<file path="src/rtl/jericalla_pkg.sv">
// Shared definitions for the Jericalla instruction sequencer.
// Instruction word layout (17 bits):
//   [16:13] DirRAM | [12:9] OP | [8:5] DirROMA | [4:1] DirROMB | [0] RW
// RW=1 requests a RAM write in the datapath; RW=0 is a read.
package jericalla_pkg;

    localparam int BUS_W        = 17;

    localparam int RAM_ADDR_MSB = 16;
    localparam int RAM_ADDR_LSB = 13;
    localparam int OP_MSB       = 12;
    localparam int OP_LSB       = 9;
    localparam int ROMA_MSB     = 8;
    localparam int ROMA_LSB     = 5;
    localparam int ROMB_MSB     = 4;
    localparam int ROMB_LSB     = 1;
    localparam int RW_BIT       = 0;

    typedef enum logic [1:0] {
        IDLE  = 2'd0,
        ISSUE = 2'd1,
        DONE  = 2'd2
    } state_t;

endpackage

</file>
<file path="src/rtl/jericalla_sequencer_prog_mem.sv">
// Program memory for the Jericalla sequencer.
// DEPTH x BUS_W words, one synchronous write port, one combinational read
// port. Contents are not reset.
// Ports:
//   clk     - rising-edge clock
//   we      - write enable
//   wr_addr - write address
//   wr_data - write data
//   rd_addr - read address
//   rd_data - read data (combinational)
module jericalla_sequencer_prog_mem #(
    parameter int DEPTH  = 16,
    parameter int ADDR_W = 4,
    parameter int BUS_W  = 17
) (
    input  logic              clk,
    input  logic              we,
    input  logic [ADDR_W-1:0] wr_addr,
    input  logic [BUS_W-1:0]  wr_data,
    input  logic [ADDR_W-1:0] rd_addr,
    output logic [BUS_W-1:0]  rd_data
);

    logic [BUS_W-1:0] mem [DEPTH];

    always_ff @(posedge clk) begin
        if (we) begin
            mem[wr_addr] <= wr_data;
        end
    end

    assign rd_data = mem[rd_addr];

endmodule

</file>
<file path="src/rtl/jericalla_sequencer.sv">
// Jericalla instruction sequencer: stores a short program of instruction
// words and replays them on the datapath bus, each word held HOLD_CYCLES
// cycles. The first cycle of every word has RW masked low so the ROM/ALU
// path settles before any RAM write strobe is raised.
// Ports:
//   clk, rst_n            - clock, asynchronous active-low reset
//   load_en/addr/data     - program memory write (only while idle)
//   prog_len              - words to run (clamped to DEPTH), sampled at start
//   stop_on_zero          - end run when zflg is high, sampled at start
//   start                 - run request (ignored unless idle)
//   zflg                  - zero flag from the datapath
//   bus_out               - registered instruction bus
//   pc                    - index of word on the bus
//   busy / done / zero_hit- run status
module jericalla_sequencer #(
    parameter int DEPTH       = 16,
    parameter int ADDR_W      = 4,
    parameter int HOLD_CYCLES = 2,
    parameter int BUS_W       = jericalla_pkg::BUS_W
) (
    input  logic              clk,
    input  logic              rst_n,
    input  logic              load_en,
    input  logic [ADDR_W-1:0] load_addr,
    input  logic [BUS_W-1:0]  load_data,
    input  logic [ADDR_W:0]   prog_len,
    input  logic              stop_on_zero,
    input  logic              start,
    input  logic              zflg,
    output logic [BUS_W-1:0]  bus_out,
    output logic [ADDR_W-1:0] pc,
    output logic              busy,
    output logic              done,
    output logic              zero_hit
);

    import jericalla_pkg::*;

    localparam int              HOLD_W    = $clog2(HOLD_CYCLES);
    localparam logic [HOLD_W-1:0] HOLD_LAST = HOLD_W'(HOLD_CYCLES - 1);
    localparam logic [ADDR_W:0] DEPTH_LEN = (ADDR_W + 1)'(DEPTH);

    state_t              state_reg;
    logic [HOLD_W-1:0]   hold_cnt_reg;
    logic [ADDR_W-1:0]   last_idx_reg;
    logic                stop_on_zero_reg;

    logic                mem_we;
    logic [ADDR_W-1:0]   rd_addr;
    logic [BUS_W-1:0]    rd_data;
    logic [BUS_W-1:0]    next_word;
    logic [BUS_W-1:0]    next_word_masked;
    logic                hold_last;
    logic [ADDR_W-1:0]   pc_inc;
    logic [ADDR_W-1:0]   len_last;

    assign mem_we = load_en && (state_reg == IDLE);

    jericalla_sequencer_prog_mem #(
        .DEPTH  (DEPTH),
        .ADDR_W (ADDR_W),
        .BUS_W  (BUS_W)
    ) u_prog_mem (
        .clk     (clk),
        .we      (mem_we),
        .wr_addr (load_addr),
        .wr_data (load_data),
        .rd_addr (rd_addr),
        .rd_data (rd_data)
    );

    always_comb begin
        hold_last = (hold_cnt_reg == HOLD_LAST);
        pc_inc    = pc + 1'b1;

        // Look ahead: on the last hold cycle fetch the next word so it can be
        // registered onto the bus without a gap cycle.
        rd_addr = pc;
        if (state_reg == IDLE) begin
            rd_addr = '0;
        end else if (hold_last) begin
            rd_addr = pc_inc;
        end

        // A load to word 0 in the start cycle must be visible to the run,
        // but the array only updates at the same edge, so forward it.
        next_word = rd_data;
        if (state_reg == IDLE && load_en && load_addr == '0) begin
            next_word = load_data;
        end
        next_word_masked         = next_word;
        next_word_masked[RW_BIT] = 1'b0;

        len_last = (prog_len > DEPTH_LEN) ? ADDR_W'(DEPTH - 1)
                                          : ADDR_W'(prog_len - 1'b1);
    end

    always_ff @(posedge clk or negedge rst_n) begin
        if (!rst_n) begin
            state_reg        <= IDLE;
            bus_out          <= '0;
            pc               <= '0;
            busy             <= 1'b0;
            done             <= 1'b0;
            zero_hit         <= 1'b0;
            hold_cnt_reg     <= '0;
            last_idx_reg     <= '0;
            stop_on_zero_reg <= 1'b0;
        end else begin
            done <= 1'b0;
            case (state_reg)
                IDLE: begin
                    if (start) begin
                        zero_hit         <= 1'b0;
                        stop_on_zero_reg <= stop_on_zero;
                        last_idx_reg     <= len_last;
                        pc               <= '0;
                        hold_cnt_reg     <= '0;
                        if (prog_len == '0) begin
                            state_reg <= DONE;
                            done      <= 1'b1;
                        end else begin
                            state_reg <= ISSUE;
                            busy      <= 1'b1;
                            bus_out   <= next_word_masked;
                        end
                    end
                end
                ISSUE: begin
                    if (!hold_last) begin
                        hold_cnt_reg <= hold_cnt_reg + 1'b1;
                        bus_out      <= rd_data;
                    end else if ((stop_on_zero_reg && zflg) || (pc == last_idx_reg)) begin
                        zero_hit     <= zero_hit | (stop_on_zero_reg && zflg);
                        state_reg    <= DONE;
                        done         <= 1'b1;
                        busy         <= 1'b0;
                        bus_out      <= '0;
                        pc           <= '0;
                        hold_cnt_reg <= '0;
                    end else begin
                        pc           <= pc_inc;
                        hold_cnt_reg <= '0;
                        bus_out      <= next_word_masked;
                    end
                end
                DONE: begin
                    state_reg <= IDLE;
                end
                default: begin
                    state_reg <= IDLE;
                end
            endcase
        end
    end

endmodule
</file>
<file path="config.mk">
export PLATFORM = sky130hd
export DESIGN_NAME = jericalla_sequencer
export DESIGN_NICKNAME = d
export VERILOG_FILES = /design/src/rtl/jericalla_pkg.sv /design/src/rtl/jericalla_sequencer_prog_mem.sv /design/src/rtl/jericalla_sequencer.sv
export SDC_FILE = /design/constraint.sdc
export NUM_CORES = 1
export LEC_CHECK = 0
export ABC_AREA = 0
export CORE_MARGIN = 10
export CORE_UTILIZATION = 45
export CTS_CLUSTER_DIAMETER = 100
export CTS_CLUSTER_SIZE = 20
export DETAILED_ROUTE_END_ITERATION = 8
export GPL_ROUTABILITY_DRIVEN = 0
export HOLD_SLACK_MARGIN = 0.02
export PLACE_DENSITY_LB_ADDON = 0.2
export REMOVE_ABC_BUFFERS = 1
export SYNTH_ARGS = -nofsm -noshare
export SYNTH_HDL_FRONTEND = slang
export SYNTH_HIERARCHICAL = 1
export SYNTH_SLANG_ARGS = --single-unit
</file>
<file path="constraint.sdc">
create_clock -name clk -period 3.7 [get_ports clk]
set_input_delay 0.74 -clock clk [delete_from_list [all_inputs] [get_ports clk]]
set_output_delay 0.74 -clock clk [all_outputs]
set_load 0.01 [all_outputs]
</file>
==> results by group, run 1 <==
Logic synthesis
  • Mapped Area: 11990 um^2
  • Unique cell type count in the Yosys netlist: 45
  • Synth Register Bits: 304
  • Part of the Yosys area used for sequential elements: 74.82%
  • Largest family of logic cells by synthesized area: multiplexers
  • Synth Warn #: 6
  • Post-synthesis simple-gate area fraction: 3.831%
  • Multiplexer area fraction after synthesis: 14.37%
  • Top FF cell, synth: edfxtp_1
  • FFs w/ async S/R, synth: 10.53%
  • Post-synthesis adder-cell area fraction: 0.3132%
  • Post-Syn Instances: 610
  • Synth Area in Compound Gates: 4.332%
  • Post-synth EDFFs: 272
  • Post-Synth XOR/XNOR Area: 0.6576%
  • Post-synthesis area per instance: 19.65 um^2

Floorplanning
  • Die ar.: 33560 um^2
  • Area of the core: 26130 um^2
  • Num ports: 56
  • Initial Util: 45.87%
  • Row cnt: 59
  • Die Ht: 183.2 um
  • Die Wd: 183.2 um

Timing
  • Max Slew Vio Count: 0
  • Fmax: 0.3513 GHz
  • RSZ-0062 raised after global routing: no
  • Worst hold slack: 343.4 ps
  • Pin slew with the least headroom to its limit: 891.3 ps
  • Fin. Hold Viols: 0
  • TNS Setup: 0 ps
  • Final setup margin: 853.5 ps
  • Part of the cycle the worst path needs: 76.93%
  • Worst Skew: 26.25 ps
  • Rel. slew slack: 40.58%
  • Setup-failing EPs final: 0
  • Crit path time final: 2847 ps

Placed design
  • Hpwl dp: 15470 um
  • Buffers on Ports: 55
  • Place WS: 646.0 ps

Route
  • DRT Pass-1 Iters: 5
  • Post-route DRC: 0
  • DR vias/cell: 5.816
  • DR vias: 6014
  • Final antenna-violating net count: 0
  • Routed len/inst: 24.95 um
  • Initial DRC count: 558
  • Total wire length: 25800 um

Worst setup path
  • Setup crit start kind: flop
  • Critical path cell sequence: ha_1 -> mux2i_1 -> nor2_4 -> buf_12 -> mux4_2 -> a22oi_1 -> nand2_1 -> mux2i_1 -> o21ai_0
  • Arrival time worst endpoint: 3190 ps
  • CP max stage cell: dfrtp_1
  • Critical Path Fanout Max: 61
  • Worst setup path class: reg2reg
  • WP data required: 4040 ps
  • Setup crit end kind: flop
  • Most used cell, CP: mux2i_1
  • CP max stage delay: 500 ps

Clock network
  • Total setup buffers inserted after CTS: 0
  • Htree depth: 1
  • Clk buf depth: 3
  • Sink Count: 304
  • CTS tree: built
  • Hold_buf cts: 0
  • CTS clk-pin slew, worst paths: 100 ps
  • CTS root buffer: clkbuf_16
  • Total CTS buffers: 19
  • CTS resizes: 0
  • Clk_lat worst skew: 510 ps

Power and ir drop
  • PwrDens: 733.1 nW/um^2
  • Static leakage: 0.004474 uW
  • Max IR drop VDD: 482.2 uV

Worst hold path
  • Hold WC Path Type: in2async

Finish
  • Largest regs: u_prog_mem/mem (272), bus_out (17)
  • Area delta synth->final: 13.72%
  • Largest Register: u_prog_mem/mem
  • Share of layout cells above drive strength 1: 21.60%
  • Post-Route Utilization: 52.16%
  • Ant diodes: 0
  • Nets: 721
  • Max reg flops: 272

Global routing
  • Grt total ovfl: 0
  • First-pass GRT wire length: 39520 um
  • Initial antenna violation count: 0
  • Global router's overall resource usage: 15.52%
  • Number of global-route vias before repair: 6277
  • Largest net degree at the start of global routing: 62

Status
  • Status: finished clean

Flow run
  • Max-cap violations: 0
-- power by group --
group | switching (uW) | internal [uW]
Sequential | 150 | 3950
Combinational | 1900 | 1930
Clock | 1070 | 988
Total | 3130 | 6870
-- final timing paths --
path	from	to	slack (ps)	depth (start not counted)
max	pc[0]$_DFFE_PN0P_	bus_out[7]$_DFFE_PN0P_	850	9
min	rst_n	pc[2]$_DFFE_PN0P_	340	1
max reg2reg	pc[0]$_DFFE_PN0P_	bus_out[7]$_DFFE_PN0P_	850	9
min reg2reg	bus_out[1]$_DFFE_PN0P_	bus_out[1]$_DFFE_PN0P_	490	2
max in group asynchronous	rst_n	bus_out[7]$_DFFE_PN0P_	2780	1
min in group clk	bus_out[1]$_DFFE_PN0P_	bus_out[1]$_DFFE_PN0P_	490	2
-- per-stage QoR --
step | cell area, um^2 | cells | power (uW)
floorplan | 11810 | 581 | 6375
global placement | 13080 | 1000 | 8022
detailed placement | 13080 | 1000 | 8082
CTS | 13630 | 1034 | 10150
global route | 13630 | 1034 | 10570
finish | 13630 | 1034 | 9993
-- worst max-delay path: cells and delay by family, from the launching register on --
| kind | cells | cell delay, ps |
|---|---|---|
| flip-flops | 1 | 500 |
| multiplexers | 3 | 680 |
| AO/OA/AOI/OAI | 2 | 330 |
| AND/OR/NAND/NOR | 2 | 370 |
| buffers and inverters | 1 | 340 |
| adder cells (fa/ha/maj) | 1 | 360 |
-- metal layers --
layer	track usage (%)	up-vias	routed length (um)
li1	-	2610	-
met1	21.45	3204	11160
met2	25.14	172	12520
met3	3.103	28	1735
met4	3.180	0	385
met5	0	-	0
-- cells in the mapped netlist (2+ instances only) --
library cell  number  area share, %
o21ai_0           12           0.50
mux2i_1           18            1.5
nor4_1             2           0.10
dfrtp_1           32            6.7
and2_1             2           0.10
mux4_2            65             12
inv_1              6           0.19
a22oi_1           34            2.1
clkbuf_1          11           0.34
a21oi_1            6           0.25
buf_8              2           0.25
nand3b_1           2           0.13
nor3_1             5           0.21
buf_2             11           0.46
xnor2_1            4           0.29
o21ai_2            9           0.66
nand3_1            3           0.13
nand2_1           52            1.6
ha_1               3           0.31
mux4_1             3           0.66
nand2b_1           2           0.10
nor2_1            25           0.78
edfxtp_1         272             68
buf_6              2           0.19
nor2b_1            3           0.16
xor2_1             5           0.37
-- logic make-up after synthesis --
kind of cell / count (synthesis)
simple gates: 103
xor+xnor: 9
compound gates: 70
buf+inv: 35
fa+ha+maj: 3
mux: 86
flops: 304
-- layout by cell type, fill, tap and decap left out, drive strengths merged, types with 3 or more instances in the layout --
cell type / n
xor2: 5
inv: 8
nand3: 4
nor3: 5
buf: 30
mux2i: 18
nand2: 52
a21oi: 6
nor2: 26
clkbuf: 32
nor2b: 3
xnor2: 4
ha: 3
o21ai: 21
mux4: 68
and2: 3
dfrtp: 32
edfxtp: 272
clkdlybuf4s50: 54
a22oi: 34
-- layout make-up --
class	instances	area [um^2]
multi-input cells	271	2883
clock buffers	32	524.3
well taps	335	419.2
fillers	2079	12500
clock inverters	2	25.02
flip-flops and latches	304	8969
inverters	6	22.52
repair buffers	84	788.3
No activity file was read; power rests on OpenSTA's default activity.
==> run 2, diff against run 1 <==
- clock period: 3.7 -> 2.61 ns (I/O delays scaled with it)
==> results by group, run 2 (synthesis gave the netlist of run 1 again) <==
Worst setup path
  • Worst setup path class: reg2reg (unchanged)
  • WP data required: 2990 ps (was 4040 ps)
  • Worst R2R End: bus_out[6]$_DFFE_PN0P_ (was bus_out[7]$_DFFE_PN0P_)
  • Arrival time worst endpoint: 2780 ps (was 3190 ps)
  • FF-to-FF Start: pc[0]$_DFFE_PN0P_ (unchanged)
  • Worst R2R Path Depth: 9 (unchanged)
  • Setup crit end kind: flop (unchanged)
  • Critical Path Fanout Max: 23 (was 61)
  • Setup crit start kind: flop (unchanged)
  • R2R Setup Slk: 210 ps (was 850 ps)

Floorplanning
  • Num ports: 56 (unchanged)
  • Initial Util: 45.87% (unchanged)
  • Row cnt: 59 (unchanged)
  • Die Ht: 183.2 um (unchanged)
  • Area of the core: 26130 um^2 (unchanged)
  • Die Wd: 183.2 um (unchanged)
  • Die ar.: 33560 um^2 (unchanged)

Finish
  • Commonest non-fill, non-tap cell in the layout: edfxtp_1 (unchanged)
  • Final instance area: 13990 um^2 (was 13630 um^2)
  • Area delta synth->final: 16.68% (was 13.72%)
  • Nets: 735 (was 721)
  • Largest regs: u_prog_mem/mem (272), bus_out (17) (unchanged)
  • Post-Route Utilization: 53.52% (was 52.16%)
  • Most frequent cells in the layout: 272 x edfxtp_1, 65 x mux4_2, 54 x clkdlybuf4s50_1 (unchanged)
  • Ant diodes: 0 (unchanged)
  • Largest Register: u_prog_mem/mem (unchanged)
  • Share of layout cells above drive strength 1: 23.56% (was 21.60%)
  • Max reg flops: 272 (unchanged)

Power and ir drop
  • Pwr Total: 14670 uW (was 9993 uW)
  • Clock Power Share: 19.8% (was 20.6%)
  • Power share of the sequential group: 39.7% (was 41.0%)
  • Int Pwr: 10100 uW (was 6867 uW)
  • Comb power frac: 40.5% (was 38.4%)
  • Max IR drop VDD: 467.8 uV (was 482.2 uV)
  • Static leakage: 0.004599 uW (was 0.004474 uW)
  • Switch Pwr: 4565 uW (was 3125 uW)
  • PwrDens: 1049 nW/um^2 (was 733.1 nW/um^2)
  • Sw Ratio: 31.12% (was 31.28%)

Global routing
  • Largest net degree at the start of global routing: 41 (was 62)
  • Number of global-route vias before repair: 6301 (was 6277)
  • First-pass GRT wire length: 40300 um (was 39520 um)
  • Initial antenna violation count: 0 (unchanged)
  • Global router's overall resource usage: 15.96% (was 15.52%)
  • Grt total ovfl: 0 (unchanged)

Timing
  • Part of the cycle the worst path needs: 92.03% (was 76.93%)
  • RSZ-0062 raised after global routing: no (unchanged)
  • Fin. Hold Viols: 0 (unchanged)
  • Fmax: 0.4163 GHz (was 0.3513 GHz)
  • Worst hold slack: 89.63 ps (was 343.4 ps)
  • Worst Skew: 19.06 ps (was 26.25 ps)
  • Setup-failing EPs final: 0 (unchanged)
  • Crit path time final: 2402 ps (was 2847 ps)
  • Max Slew Vio Count: 0 (unchanged)
  • Rel. slew slack: 46.23% (was 40.58%)
  • Pin slew with the least headroom to its limit: 806.5 ps (was 891.3 ps)

Route
  • Total wire length: 26750 um (was 25800 um)
  • Routed len/inst: 25.52 um (was 24.95 um)
  • Final antenna-violating net count: 0 (unchanged)
  • Post-route DRC: 0 (unchanged)
  • DR vias/cell: 5.766 (was 5.816)
  • DRT Pass-1 Iters: 5 (unchanged)
  • DR vias: 6043 (was 6014)
  • Initial DRC count: 508 (was 558)

Clock network
  • Clk buf depth: 3 (unchanged)
  • Total setup buffers inserted after CTS: 0 (unchanged)
  • Total CTS buffers: 19 (unchanged)
  • Hold_buf cts: 0 (unchanged)
  • CTS clk-pin slew, worst paths: 80 ps (was 100 ps)
  • Clk_lat worst skew: 510 ps (about the same)
  • Htree depth: 1 (unchanged)
  • Sink Count: 304 (unchanged)
  • CTS tree: built (unchanged)
  • CTS root buffer: clkbuf_16 (unchanged)

Worst hold path
  • Hold WC Path Type: in2async (unchanged)

Placed design
  • Buffers on Ports: 55 (unchanged)
  • Hpwl dp: 15740 um (was 15470 um)
  • Placed cell area: 13420 um^2 (was 13080 um^2)

Status
  • Status: finished clean (unchanged)

Flow run
  • Max-cap violations: 0 (unchanged)
[run 2: final cells by class]
class                      instances  area, um^2
clock inverter                     2       25.02
multi-input combinational        271        2893
clock buffer                      32       524.3
timing repair buffer              98        1131
inverter                           6       22.52
tap                              335       419.2
fill                            2036       12150
sequential                       304        8971
[run 2: worst max-delay path by stage]
| stage | to | start | slack (ps) |
|---|---|---|---|
| finish | bus_out[6]$_DFFE_PN0P_ | pc[0]$_DFFE_PN0P_ | 210 |
| global route | bus_out[4]$_DFFE_PN0P_ | pc[0]$_DFFE_PN0P_ | 30 |
| CTS | bus_out[8]$_DFFE_PN0P_ | state_reg[1]$_DFFE_PN0P_ | 60 |
| detailed placement | bus_out[8]$_DFFE_PN0P_ | state_reg[1]$_DFFE_PN0P_ | 80 |
| global placement | u_prog_mem/mem[0][1]$_DFFE_PP_ | load_en | 130 |
| floorplan | bus_out[6]$_DFFE_PN0P_ | pc[0]$_DFFE_PN0P_ | -4300 |
[run 2: through the flow]
step                      setup slack [ps]  setup TNS (ps)  instances
after floorplan                      -4302          -80000        581
after global placement               126.1               0       1014
after detailed placement             76.40               0       1014
after CTS                            57.03               0       1048
after global routing                 33.94               0       1048
final                                207.9               0       1048
[run 2: power groups by stage]
stage | clock network, uW | logic [uW] | registers [uW]
2_1_floorplan | 0 | 2620 | 5940
3_3_place_gp | 0 | 5920 | 5910
3_5_place_dp | 0 | 6020 | 5920
4_1_cts | 2990 | 6020 | 5820
5_1_grt | 3190 | 6430 | 5850
6_report | 2910 | 5940 | 5820
[run 2: critical path, cell delays in order, from the launching register on]
cell and delay [ps]:
dfrtp_1 430, xnor2_1 170, nor2_4 130, buf_12 250, buf_12 180, mux4_1 540
a22oi_1 230, nand2_1 90, mux2i_1 140, o21ai_0 90
[run 2: metal layers]
metal	GRT usage (%)	share of wire (%)	up-vias
met5	0	0	-
met4	3.508	1.8	0
met3	2.767	5.9	36
met2	25.90	48	164
met1	22.21	44	3190
li1	-	-	2653
[run 2: repair_timing]
action | CTS | global route
setup endpoints to repair | 0 | 1
resized for setup | 0 | 4
endpoints found under the hold margin | 0 | 0
==> run 3, diff against run 2 <==
==> constraint.sdc (replaced) <==
create_clock -name clk -period 2.61 [get_ports clk]
set_input_delay 0.522 -clock clk [delete_from_list [all_inputs] [get_ports clk]]
set_output_delay 0.522 -clock clk [all_outputs]
set_load 0.1 [all_outputs]
==> results by group, run 3 (synthesis gave the netlist of run 1 again) <==
Finish
  • Largest Register: u_prog_mem/mem (unchanged)
  • Most frequent cells in the layout: 272 x edfxtp_1, 65 x mux4_2, 52 x nand2_1 (was 272 x edfxtp_1, 65 x mux4_2, 54 x clkdlybuf4s50_1)
  • Largest regs: u_prog_mem/mem (272), bus_out (17) (unchanged)
  • Area delta synth->final: 15.91% (was 16.68%)
  • Multi-input combinational cell area: 2883 um^2 (was 2893 um^2)
  • Filler instances: 2052 (was 2036)
  • Max reg flops: 272 (unchanged)
  • Storage element area: 8970 um^2 (was 8971 um^2)
  • Post-Route Utilization: 53.16% (was 53.52%)
  • Nets: 735 (unchanged)
  • Ant diodes: 0 (unchanged)
  • Commonest non-fill, non-tap cell in the layout: edfxtp_1 (unchanged)
  • Share of layout cells above drive strength 1: 26.54% (was 23.56%)

Clock network
  • Sink Count: 304 (unchanged)
  • CTS resizes: 0 (unchanged)
  • Htree depth: 1 (unchanged)
  • CTS root buffer: clkbuf_16 (unchanged)
  • CTS clk-pin slew, worst paths: 80 ps (about the same)
  • Total setup buffers inserted after CTS: 0 (unchanged)
  • Hold_buf cts: 0 (unchanged)
  • Total CTS buffers: 19 (unchanged)
  • Clk_lat worst skew: 500 ps (was 510 ps)
  • CTS tree: built (unchanged)
  • Clk buf depth: 3 (unchanged)

Power and ir drop
  • Max IR drop VDD: 601.3 uV (was 467.8 uV)
  • Int Pwr: 9987 uW (was 10100 uW)
  • Clock Power Share: 18.4% (was 19.8%)
  • Comb power frac: 44.6% (was 40.5%)
  • PwrDens: 1134 nW/um^2 (was 1049 nW/um^2)
  • Switch Pwr: 5765 uW (was 4565 uW)
  • Pwr Total: 15750 uW (was 14670 uW)
  • Static leakage: 0.004619 uW (was 0.004599 uW)
  • Sw Ratio: 36.60% (was 31.12%)
  • Power share of the sequential group: 37.0% (was 39.7%)

Worst setup path
  • CP max stage cell: dfrtp_1 (was mux4_1)
  • Setup crit start kind: flop (unchanged)
  • CP delay by family, top: multiplexers (unchanged)
  • Worst R2R Path Depth: 9 (unchanged)
  • Critical Path Fanout Max: 14 (was 23)
  • Worst setup path class: reg2reg (unchanged)
  • CP max stage delay: 440 ps (was 540 ps)
  • WP data required: 2990 ps (about the same)
  • WP depth: 9 (unchanged)
  • Arrival time worst endpoint: 2860 ps (was 2780 ps)
  • Buffers plus inverters on the worst setup path: 2 (unchanged)
  • Setup crit end kind: flop (unchanged)
  • Critical path cell sequence: nor2_2 -> nor2_4 -> buf_12 -> buf_4 -> mux4_2 -> a22oi_1 -> nand2_1 -> mux2i_1 -> o21ai_2 (was xnor2_1 -> nor2_4 -> buf_12 -> buf_12 -> mux4_1 -> a22oi_1 -> nand2_1 -> mux2i_1 -> o21ai_0)

Route
  • Total wire length: 26290 um (was 26750 um)
  • DR vias/cell: 5.786 (was 5.766)
  • Initial DRC count: 527 (was 508)
  • DRT Pass-1 Iters: 9 (was 5)
  • Routed len/inst: 25.11 um (was 25.52 um)
  • DR vias: 6058 (was 6043)
  • Final antenna-violating net count: 0 (unchanged)
  • Post-route DRC: 1 (was 0)

Global routing
  • Global router's overall resource usage: 15.47% (was 15.96%)
  • Grt total ovfl: 0 (unchanged)
  • Initial antenna violation count: 0 (unchanged)
  • First-pass GRT wire length: 39250 um (was 40300 um)
  • Largest net degree at the start of global routing: 38 (was 41)
  • Number of global-route vias before repair: 6380 (was 6301)

Floorplanning
  • Row cnt: 59 (unchanged)
  • Die Ht: 183.2 um (unchanged)
  • Num ports: 56 (unchanged)
  • Die ar.: 33560 um^2 (unchanged)
  • Initial Util: 45.87% (unchanged)
  • Area of the core: 26130 um^2 (unchanged)
  • Die Wd: 183.2 um (unchanged)

Timing
  • Worst Skew: 26.84 ps (was 19.06 ps)
  • Rel. slew slack: 46.06% (was 46.23%)
  • Pin slew with the least headroom to its limit: 809.1 ps (was 806.5 ps)
  • Crit path time final: 2481 ps (was 2402 ps)
  • Fin. Hold Viols: 0 (unchanged)
  • Max Slew Vio Count: 0 (unchanged)
  • Fmax: 0.4030 GHz (was 0.4163 GHz)
  • Part of the cycle the worst path needs: 95.07% (was 92.03%)
  • RSZ-0062 raised after global routing: no (unchanged)
  • Final setup margin: 128.7 ps (was 207.9 ps)
  • Setup-failing EPs final: 0 (unchanged)

Placed design
  • Buffers on Ports: 55 (unchanged)
  • Place WS: 104.6 ps (was 76.40 ps)
  • Hpwl dp: 15610 um (was 15740 um)

Worst hold path
  • Hold WC Path Type: in2async (unchanged)

Status
  • Status: complete, but fails checks (was finished clean)
  • Failing checks: design-rule violations

Flow run
  • Max-cap violations: 0 (unchanged)
run 3: worst paths after layout:
kind | startpoint | end | slack, ps
hold / removal | rst_n | state_reg[1]$_DFFE_PN0P_ | 110
setup / recovery | state_reg[1]$_DFFE_PN0P_ | bus_out[8]$_DFFE_PN0P_ | 130
hold reg to reg | bus_out[10]$_DFFE_PN0P_ | bus_out[10]$_DFFE_PN0P_ | 480
max in group asynchronous | rst_n | state_reg[0]$_DFFE_PN0P_ | 1930
min in group clk | bus_out[10]$_DFFE_PN0P_ | bus_out[10]$_DFFE_PN0P_ | 480
setup reg to reg | state_reg[1]$_DFFE_PN0P_ | bus_out[8]$_DFFE_PN0P_ | 130
run 3: area by class of cell:
| class | instances | area share (%) |
|---|---|---|
| flip-flops and latches | 304 | 64.56 |
| multi-input cells | 271 | 20.75 |
| repair buffers | 98 | 7.619 |
| clock buffers | 32 | 3.773 |
| well taps | 335 | 3.017 |
| inverters | 6 | 0.1621 |
| clock inverters | 1 | 0.1171 |
run 3: metrics by stage:
| step | std cells | setup TNS, ps | cell area [um^2] | hold WS, ps |
|---|---|---|---|---|
| 6_report | 1047 | 0 | 13890 | 114.3 |
| 5_1_grt | 1047 | 0 | 13890 | 149.9 |
| 4_1_cts | 1047 | 0 | 13890 | 124.8 |
| 3_5_place_dp | 1014 | 0 | 13350 | 471.2 |
| 3_3_place_gp | 1014 | 0 | 13350 | 462.6 |
| 2_1_floorplan | 581 | -89200 | 11810 | 226.4 |
run 3: worst register-to-register path, cell delays in order (launching register included):
cell	delay, ps
dfrtp_1	440
nor2_2	360
nor2_4	90
buf_12	180
buf_4	190
mux4_2	440
a22oi_1	260
nand2_1	120
mux2i_1	210
o21ai_2	70
run 3: power by group through the flow:
stage | clock, uW | combinational (uW) | sequential (uW)
after global routing | 3130 | 7520 | 5850
after detailed placement | 0 | 7110 | 5930
after floorplan | 0 | 2620 | 7100
final | 2900 | 7030 | 5820
after CTS | 2970 | 7120 | 5830
after global placement | 0 | 7030 | 5920
run 3: layer usage:
metal	routed length [um]	up-vias	global-route usage [%]
met1	11560	3209	21.13
li1	-	2643	-
met4	682	0	4.557
met5	0	-	0
met2	12690	167	25.27
met3	1360	39	2.332
==> RTL edit, RTL diff (config.mk and constraints of run 2) <==
Encoding of `state_t`: now one-hot (3 bits for 3 states).
--- a/src/rtl/jericalla_pkg.sv
+++ b/src/rtl/jericalla_pkg.sv
@@ -16,10 +16,10 @@
     localparam int ROMB_LSB     = 1;
     localparam int RW_BIT       = 0;
 
-    typedef enum logic [1:0] {
-        IDLE  = 2'd0,
-        ISSUE = 2'd1,
-        DONE  = 2'd2
+    typedef enum logic [2:0] {
+        IDLE  = 3'b001,
+        ISSUE = 3'b010,
+        DONE  = 3'b100
     } state_t;
 
 endpackage
Behaviour: same outputs for any inputs over 4 cycles, from zero or initial values and one cycle with rst_n low; so few cycles prove little.
==> RTL edit against run 2 <==
Cell count rose by 3.0%. Highest routed layer unchanged. Critical path type unchanged. Worst setup slack got worse by 0.15 ns. Sequential cell count increased by 1. Total power down 16%. Worst hold slack gained 0.067 ns. Cell area rose by 2.8%. Via count increased by 5.3%. Wire length increased by 7.4%. Sequential share of layout area fell by 1.6 points. Synthesized area is 1.4% higher.
==> RTL edit: results (changes against run 2) <==
| Metric | Value |
|---|---|
| Vias in the first global route | 6567 (+4.2%) |
| Grt met2 use | 0.2551 (-0.003936) |
| DR vias | 6363 (+5.3%) |
| Commonest cells post-synth | edfxtp_1 (272), mux4_2 (65), a22oi_1 (50) |
| Synth Instances | 612 (+0.33%) |
| Metal3 WL | 1791 um (+14%) |
| Layout cells sized above 1 | 0.2646 (+0.02896) |
| First-pass GRT wire length | 42180 um (+4.7%) |
| Critical Path Fanout Max | 10 (-57%) |
| Sequential area share after synthesis | 0.7398 (-0.008464) |
| Number of gates resized after CTS | 2 (+2) |
| M1 GR Usage | 0.2455 (+0.02340) |
| Combinational share of power | 0.293 (-0.112) |
| # nets final | 760 (+3.4%) |
| Setup Skew | 0.02077 ns (+0.001709 ns) |
| Fin worst setup slack | 0.05387 ns (-0.1541 ns) |
| GRT Util Overall | 0.1666 (+0.006973) |
| Dpl ws | -0.1287 ns (-0.2051 ns) |
| M1 WL | 12900 um (+9.4%) |
| Final std cells w/o fill | 1079 (+3.0%) |
| Avg WL per Cell | 26.63 um (+4.3%) |
| Switching part of the total | 0.2806 (-0.03066) |
| Post-synth ARST share | 0.1082 (+0.002934) |
| DR iter-0 viols | 670 (+32%) |
| Status | completed |
| Final hold slack | 0.1562 ns (+0.06653 ns) |
| DP Area | 0.01364 mm2 (+1.6%) |
| Leakage | 4.686 nW (+1.9%) |
| Met3 Resource Use GR | 0.02323 (-0.004435) |
| CP top delay family | flip-flops |
| Peak VDD IR | 0.0004442 V (-5.1%) |
| Worst R2R Path Depth | 10 (+1) |
| Initial antenna violation count | 1 (+1) |
| Slew margin rel. | 0.3738 (-0.08858) |
| Largest stage delay on the critical path | 0.56 ns (+0.02 ns) |
| Slowest cell on the critical path | dfstp_2 |
| Met2 Wirelength | 13400 um (+3.9%) |
RTL edit: cell types whose count changed after synthesis, sizes merged, moves of 3 or more:
cell    before  now
nand2       52   29
xor2         5    1
xnor2        4    8
o21ai       21    5
a22oi       34   50
o31ai        0   16
a21oi        6    9
buf         17   21
inv          6    3
nand3b       2    5
RTL edit: area by class of cell:
type,instances,area [um2]
tap,341,426.7
clock buffer,32,524.3
sequential,305,8995
timing repair buffer,124,1335
fill,2061,12420
clock inverter,1,16.27
inverter,3,11.26
multi-input combinational,272,3073
antenna,1,2.502
RTL edit: cell families after synthesis:
| group | after synthesis | synth area share |
|---|---|---|
| DFF | 305 | 0.7398 |
| muxes | 85 | 0.1409 |
| AOI/OAI and AO/OA | 88 | 0.05505 |
| xor gates and xnor gates | 9 | 0.006483 |
| and+or+nand+nor | 87 | 0.03766 |
| adders and majority gates | 3 | 0.003087 |
| buffers and inverters | 35 | 0.01708 |
